===== config.mk =====
export PLATFORM = sky130hd
export DESIGN_NAME = knight_cmd_assembler
export DESIGN_NICKNAME = d
export VERILOG_FILES = /design/src/rtl/knight_cmd_assembler.sv
export SDC_FILE = /design/constraint.sdc
export NUM_CORES = 1
export LEC_CHECK = 0
export BUFFER_PORTS_ARGS = -buffer_cell sky130_fd_sc_hd__buf_2
export CORE_ASPECT_RATIO = 1.1
export CORE_MARGIN = 2
export CORE_UTILIZATION = 50
export DETAILED_ROUTE_END_ITERATION = 10
export PLACE_DENSITY = 0.73
export SETUP_SLACK_MARGIN = 0.15
export SLEW_MARGIN = 20
export SYNTH_ARGS = -nofsm -noshare
export SYNTH_HDL_FRONTEND = slang
export SYNTH_SLANG_ARGS = --single-unit

===== constraint.sdc =====
create_clock -name clk -period 2.7 [get_ports clk]
set_input_delay 0 -clock clk [delete_from_list [all_inputs] [get_ports clk]]
set_output_delay 0 -clock clk [all_outputs]
set_load 0.02 [all_outputs]

===== src/rtl/knight_cmd_assembler.sv =====
// Bridge between the BLE UART and the KnightsTour command logic: frames byte pairs
// into 16-bit commands and serializes 8-bit responses through a one-deep pending buffer.
module knight_cmd_assembler #(
  parameter int TIMEOUT = 50000
) (
  input  logic        clk,
  input  logic        rst,
  input  logic        rx_rdy,
  input  logic [7:0]  rx_data,
  output logic        clr_rx_rdy,
  output logic [15:0] cmd,
  output logic        cmd_rdy,
  input  logic        clr_cmd_rdy,
  output logic        frame_err,
  input  logic [7:0]  resp,
  input  logic        snd_resp,
  output logic        trmt,
  output logic [7:0]  tx_data,
  input  logic        tx_done,
  output logic        resp_busy,
  output logic        resp_drop
);

  localparam int CNT_W = (TIMEOUT > 2) ? $clog2(TIMEOUT) : 1;
  localparam logic [CNT_W-1:0] CNT_LAST = CNT_W'(TIMEOUT - 1);

  localparam logic [1:0] ST_IDLE    = 2'd0;
  localparam logic [1:0] ST_WAIT_LO = 2'd1;
  localparam logic [1:0] ST_HOLD    = 2'd2;

  logic [1:0]       r_state;
  logic [7:0]       r_hi_byte;
  logic [CNT_W-1:0] r_cnt;
  logic             r_clr_rx_rdy;
  logic [15:0]      r_cmd;
  logic             r_cmd_rdy;
  logic             r_frame_err;

  logic             r_busy;
  logic             r_trmt;
  logic [7:0]       r_tx_data;
  logic             r_pend_valid;
  logic [7:0]       r_pend_data;
  logic             r_drop;

  logic             w_accept;

  // The registered acknowledge masks the still-high rx_rdy for one cycle, so a byte
  // is never captured twice; HOLD applies backpressure by refusing every byte.
  assign w_accept = rx_rdy && !r_clr_rx_rdy && (r_state != ST_HOLD);

  always_ff @(posedge clk or posedge rst) begin
    if (rst) begin
      r_state      <= ST_IDLE;
      r_hi_byte    <= 8'h00;
      r_cnt        <= '0;
      r_clr_rx_rdy <= 1'b0;
      r_cmd        <= 16'h0000;
      r_cmd_rdy    <= 1'b0;
      r_frame_err  <= 1'b0;
    end else begin
      r_clr_rx_rdy <= w_accept;
      r_frame_err  <= 1'b0;
      case (r_state)
        ST_IDLE: begin
          if (w_accept) begin
            r_hi_byte <= rx_data;
            r_cnt     <= '0;
            r_state   <= ST_WAIT_LO;
          end
        end
        ST_WAIT_LO: begin
          // A byte arriving on the timeout cycle still completes the frame.
          if (w_accept) begin
            r_cmd     <= {r_hi_byte, rx_data};
            r_cmd_rdy <= 1'b1;
            r_state   <= ST_HOLD;
          end else if (r_cnt == CNT_LAST) begin
            r_frame_err <= 1'b1;
            r_state     <= ST_IDLE;
          end else begin
            r_cnt <= r_cnt + CNT_W'(1);
          end
        end
        ST_HOLD: begin
          if (clr_cmd_rdy) begin
            r_cmd_rdy <= 1'b0;
            r_state   <= ST_IDLE;
          end
        end
        default: r_state <= ST_IDLE;
      endcase
    end
  end

  always_ff @(posedge clk or posedge rst) begin
    if (rst) begin
      r_busy       <= 1'b0;
      r_trmt       <= 1'b0;
      r_tx_data    <= 8'h00;
      r_pend_valid <= 1'b0;
      r_pend_data  <= 8'h00;
      r_drop       <= 1'b0;
    end else begin
      r_trmt <= 1'b0;
      r_drop <= 1'b0;
      if (!r_busy) begin
        if (snd_resp) begin
          r_tx_data <= resp;
          r_trmt    <= 1'b1;
          r_busy    <= 1'b1;
        end
      end else if (tx_done) begin
        // Chain the next byte straight away so resp_busy never drops between bytes.
        if (r_pend_valid) begin
          r_tx_data <= r_pend_data;
          r_trmt    <= 1'b1;
          if (snd_resp) begin
            r_pend_data <= resp;
          end else begin
            r_pend_valid <= 1'b0;
          end
        end else if (snd_resp) begin
          r_tx_data <= resp;
          r_trmt    <= 1'b1;
        end else begin
          r_busy <= 1'b0;
        end
      end else if (snd_resp) begin
        if (!r_pend_valid) begin
          r_pend_data  <= resp;
          r_pend_valid <= 1'b1;
        end else begin
          r_drop <= 1'b1;
        end
      end
    end
  end

  assign clr_rx_rdy = r_clr_rx_rdy;
  assign cmd        = r_cmd;
  assign cmd_rdy    = r_cmd_rdy;
  assign frame_err  = r_frame_err;
  assign trmt       = r_trmt;
  assign tx_data    = r_tx_data;
  assign resp_busy  = r_busy;
  assign resp_drop  = r_drop;

endmodule


==> impl_metrics.ini <==
[status]
status = complete, no violations

[cts]
holdBufCountCts = 19
cts_max_level = 3
root_buffer = clkbuf_8
post_cts_buffers = 0
cts_resized = 0
cts_tree = done
clk_latency_ns = 0.34
path_clk_slew_ns = 0.07
clock_path_buffers = 2
cts_sinks = 65
cts_buffers = 9

[synthesis]
synth_common_cells = dfrtp_1 (65), mux2_2 (32), nor2_1 (29)
synth_top_area_frac = 0.575
async_flop_share = 1.00
ys_warn_count = 0
synth_nets = 267
ys.flop_type = dfrtp_1
yosysMostFrequentCell = dfrtp_1
synth_top_cell_by_area = dfrtp_1
synth_edf_count = 0
ys_types = 39
synth_area_leaders = dfrtp_1 (57%), mux2_2 (13%), nor2_1 (3.8%), o21ai_1 (2.1%), a21oi_1 (1.9%)
yosysSeqAreaShare = 0.575
syn_area_um2 = 2830
avgSynthCellArea_um2 = 11.6
syn_inst = 244
ys_seq_elements = 65

[power_and_ir_drop]
cellInternalPower_w = 0.00231
p_switching_w = 0.00119
netSwitchingFraction = 0.340
combPwrFrac = 0.321
p_leak_nw = 1.59
p_total_w = 0.00350
clock_power_share = 0.256
ir_drop_mv = 0.681
power-per-cell-area_nw_per_um2 = 985
seq_power_share = 0.423

[route]
drt_first_pass_iters = 4
via_per_inst = 5.30
vias = 2116
antenna_left = 0
totalWireLength_um = 5530
wl_per_cell_um = 13.9
post-route-drc-count = 0
drt_iter0_markers = 106

[sta]
fin_crit_sh = 0.766
clock_skew_ns = 0.00561
whs_ns = 0.00851
min_period_ns = 2.07
setup_ws_ns = 0.631
worst_pin_slew_ns = 0.606
maxSlewViolCount = 0
clock.fmax_mhz = 483
setup_viol = 0
fin_tns_setup_ns = 0
hold_viol = 0
slew_headroom = 0.595
rsz0062_at_grt = false

[global_route]
antenna_found_initial = 0
grt_pass1_wl_um = 9720
grt_pass1_vias = 2086
grt_use_total = 0.203
overflow = 0
grt_start_max_net_pins = 31

[place]
portBuffers = 51
place_area_um2 = 3150
pre_cts_ws_ns = 0.630
gp_congestion = 0.780
hpwl_um = 3670

[floorplanning]
rows = 28
die_w_um = 75.7
ios = 52
coreArea_um2 = 5430
fp.dieH_um = 82.9
start_util = 0.521
dieArea_um2 = 6280

[final_layout]
final_area_um2 = 3550
fin_nets = 343
insertedDiodeCount = 0
layout-drive-gt1-share = 0.343
area_delta_synth_final_pct = 25.6

[worst_setup_path]
end_kind = register
critPathKind = register to register
worstSetupStartpointType = register
worstPathArrival_ns = 2.29
worstPathRequired_ns = 2.92
crit_fanout = 9

[flow_run]
drv_cap = 0

[hold_path]
hold_class = primary input to register
==> sequential cells by signal, indices dropped and copies added (netlist names), 2 cells and up <==
name / cells
cmd: 16
r_cnt: 16
r_hi_byte: 8
r_pend_data: 8
r_state: 2
tx_data: 8
==> through the flow <==
stage	util	cells
floorplan	-	244
global placement	0.579	365
detailed placement	0.579	365
CTS	0.654	399
global route	0.654	399
finish	0.654	399
==> worst paths after layout <==
| check | startpoint | endpoint | slack (ns) | depth (start not counted) |
|---|---|---|---|---|
| max | r_cnt[4]$_DFFE_PP0P_ | r_cnt[6]$_DFFE_PP0P_ | 0.63 | 5 |
| min | clr_cmd_rdy | cmd_rdy$_DFFE_PP0P_ | 0.009 | 4 |
| max reg2reg | r_cnt[4]$_DFFE_PP0P_ | r_cnt[6]$_DFFE_PP0P_ | 0.63 | 5 |
| min reg2reg | r_hi_byte[5]$_DFFE_PP0P_ | r_hi_byte[5]$_DFFE_PP0P_ | 0.50 | 1 |
| max in group asynchronous | rst | r_pend_data[0]$_DFFE_PP0P_ | 1.72 | 4 |
| min in group asynchronous | rst | resp_drop$_DFF_PP0_ | 0.28 | 3 |
==> power by group through the flow <==
stage | Clock (W) | Sequential, W | Combinational, W
after floorplan | 0 | 0.00165 | 0.000669
after global placement | 0 | 0.00148 | 0.00109
after detailed placement | 0 | 0.00149 | 0.00111
after CTS | 0.000923 | 0.00147 | 0.00113
after global routing | 0.000972 | 0.00152 | 0.00122
final | 0.000897 | 0.00148 | 0.00112
==> area by class of cell <==
class / count / area, µm²
fill: 408 / 1880
timing repair buffer: 74 / 475
multi-input combinational: 163 / 1110
sequential: 65 / 1630
clock buffer: 10 / 138
inverter: 7 / 26.3
clock inverter: 5 / 80.1
tap: 75 / 93.8
==> critical path, stage by stage (launching register included) <==
cell and delay (ns):
dfrtp_1 0.47, or4b_4 0.56, nor4_4 0.40, or3_1 0.29, or2_2 0.17, o31ai_1 0.06
==> layout by cell type (no fill, tap or decap), types with 2 or more instances in the layout <==
master / count
or3_1: 5
o21ai_0: 5
nor4_1: 2
o22ai_1: 8
inv_2: 2
mux2_2: 32
dfrtp_1: 65
nand2b_1: 3
inv_1: 5
and3_1: 5
nor3_1: 4
o21ai_2: 2
nand3_1: 6
o41ai_1: 2
nand4_1: 3
o31ai_1: 4
nor2_1: 29
nor2b_1: 2
o21ai_1: 12
dlygate4sd3_1: 19
clkinvlp_4: 2
nand2_1: 11
a21oi_1: 11
xnor2_1: 5
buf_2: 51
clkbuf_8: 10
bufinv_16: 2
buf_4: 4
==> layer usage <==
metal  up-vias  track usage  routed length (µm)
li1       1023            -                   -
met1      1035        0.265                2440
met2        51        0.305                2760
met3         7       0.0777                 246
met4         0       0.0766                  77
met5         -            0                   0
==> cell families (layout without fill, tap and decap cells) <==
family | count (synthesis) | after routing | share of synthesized area
AND/OR/NAND/NOR | 77 | 77 | 0.142
flip-flops | 65 | 65 | 0.575
AO/OA/AOI/OAI | 48 | 48 | 0.104
multiplexers | 32 | 32 | 0.127
buffers and inverters | 16 | 96 | 0.0318
XOR/XNOR | 5 | 5 | 0.0155
adder cells (fa/ha/maj) | 1 | 1 | 0.00442
(Power assumes the default switching activity.)
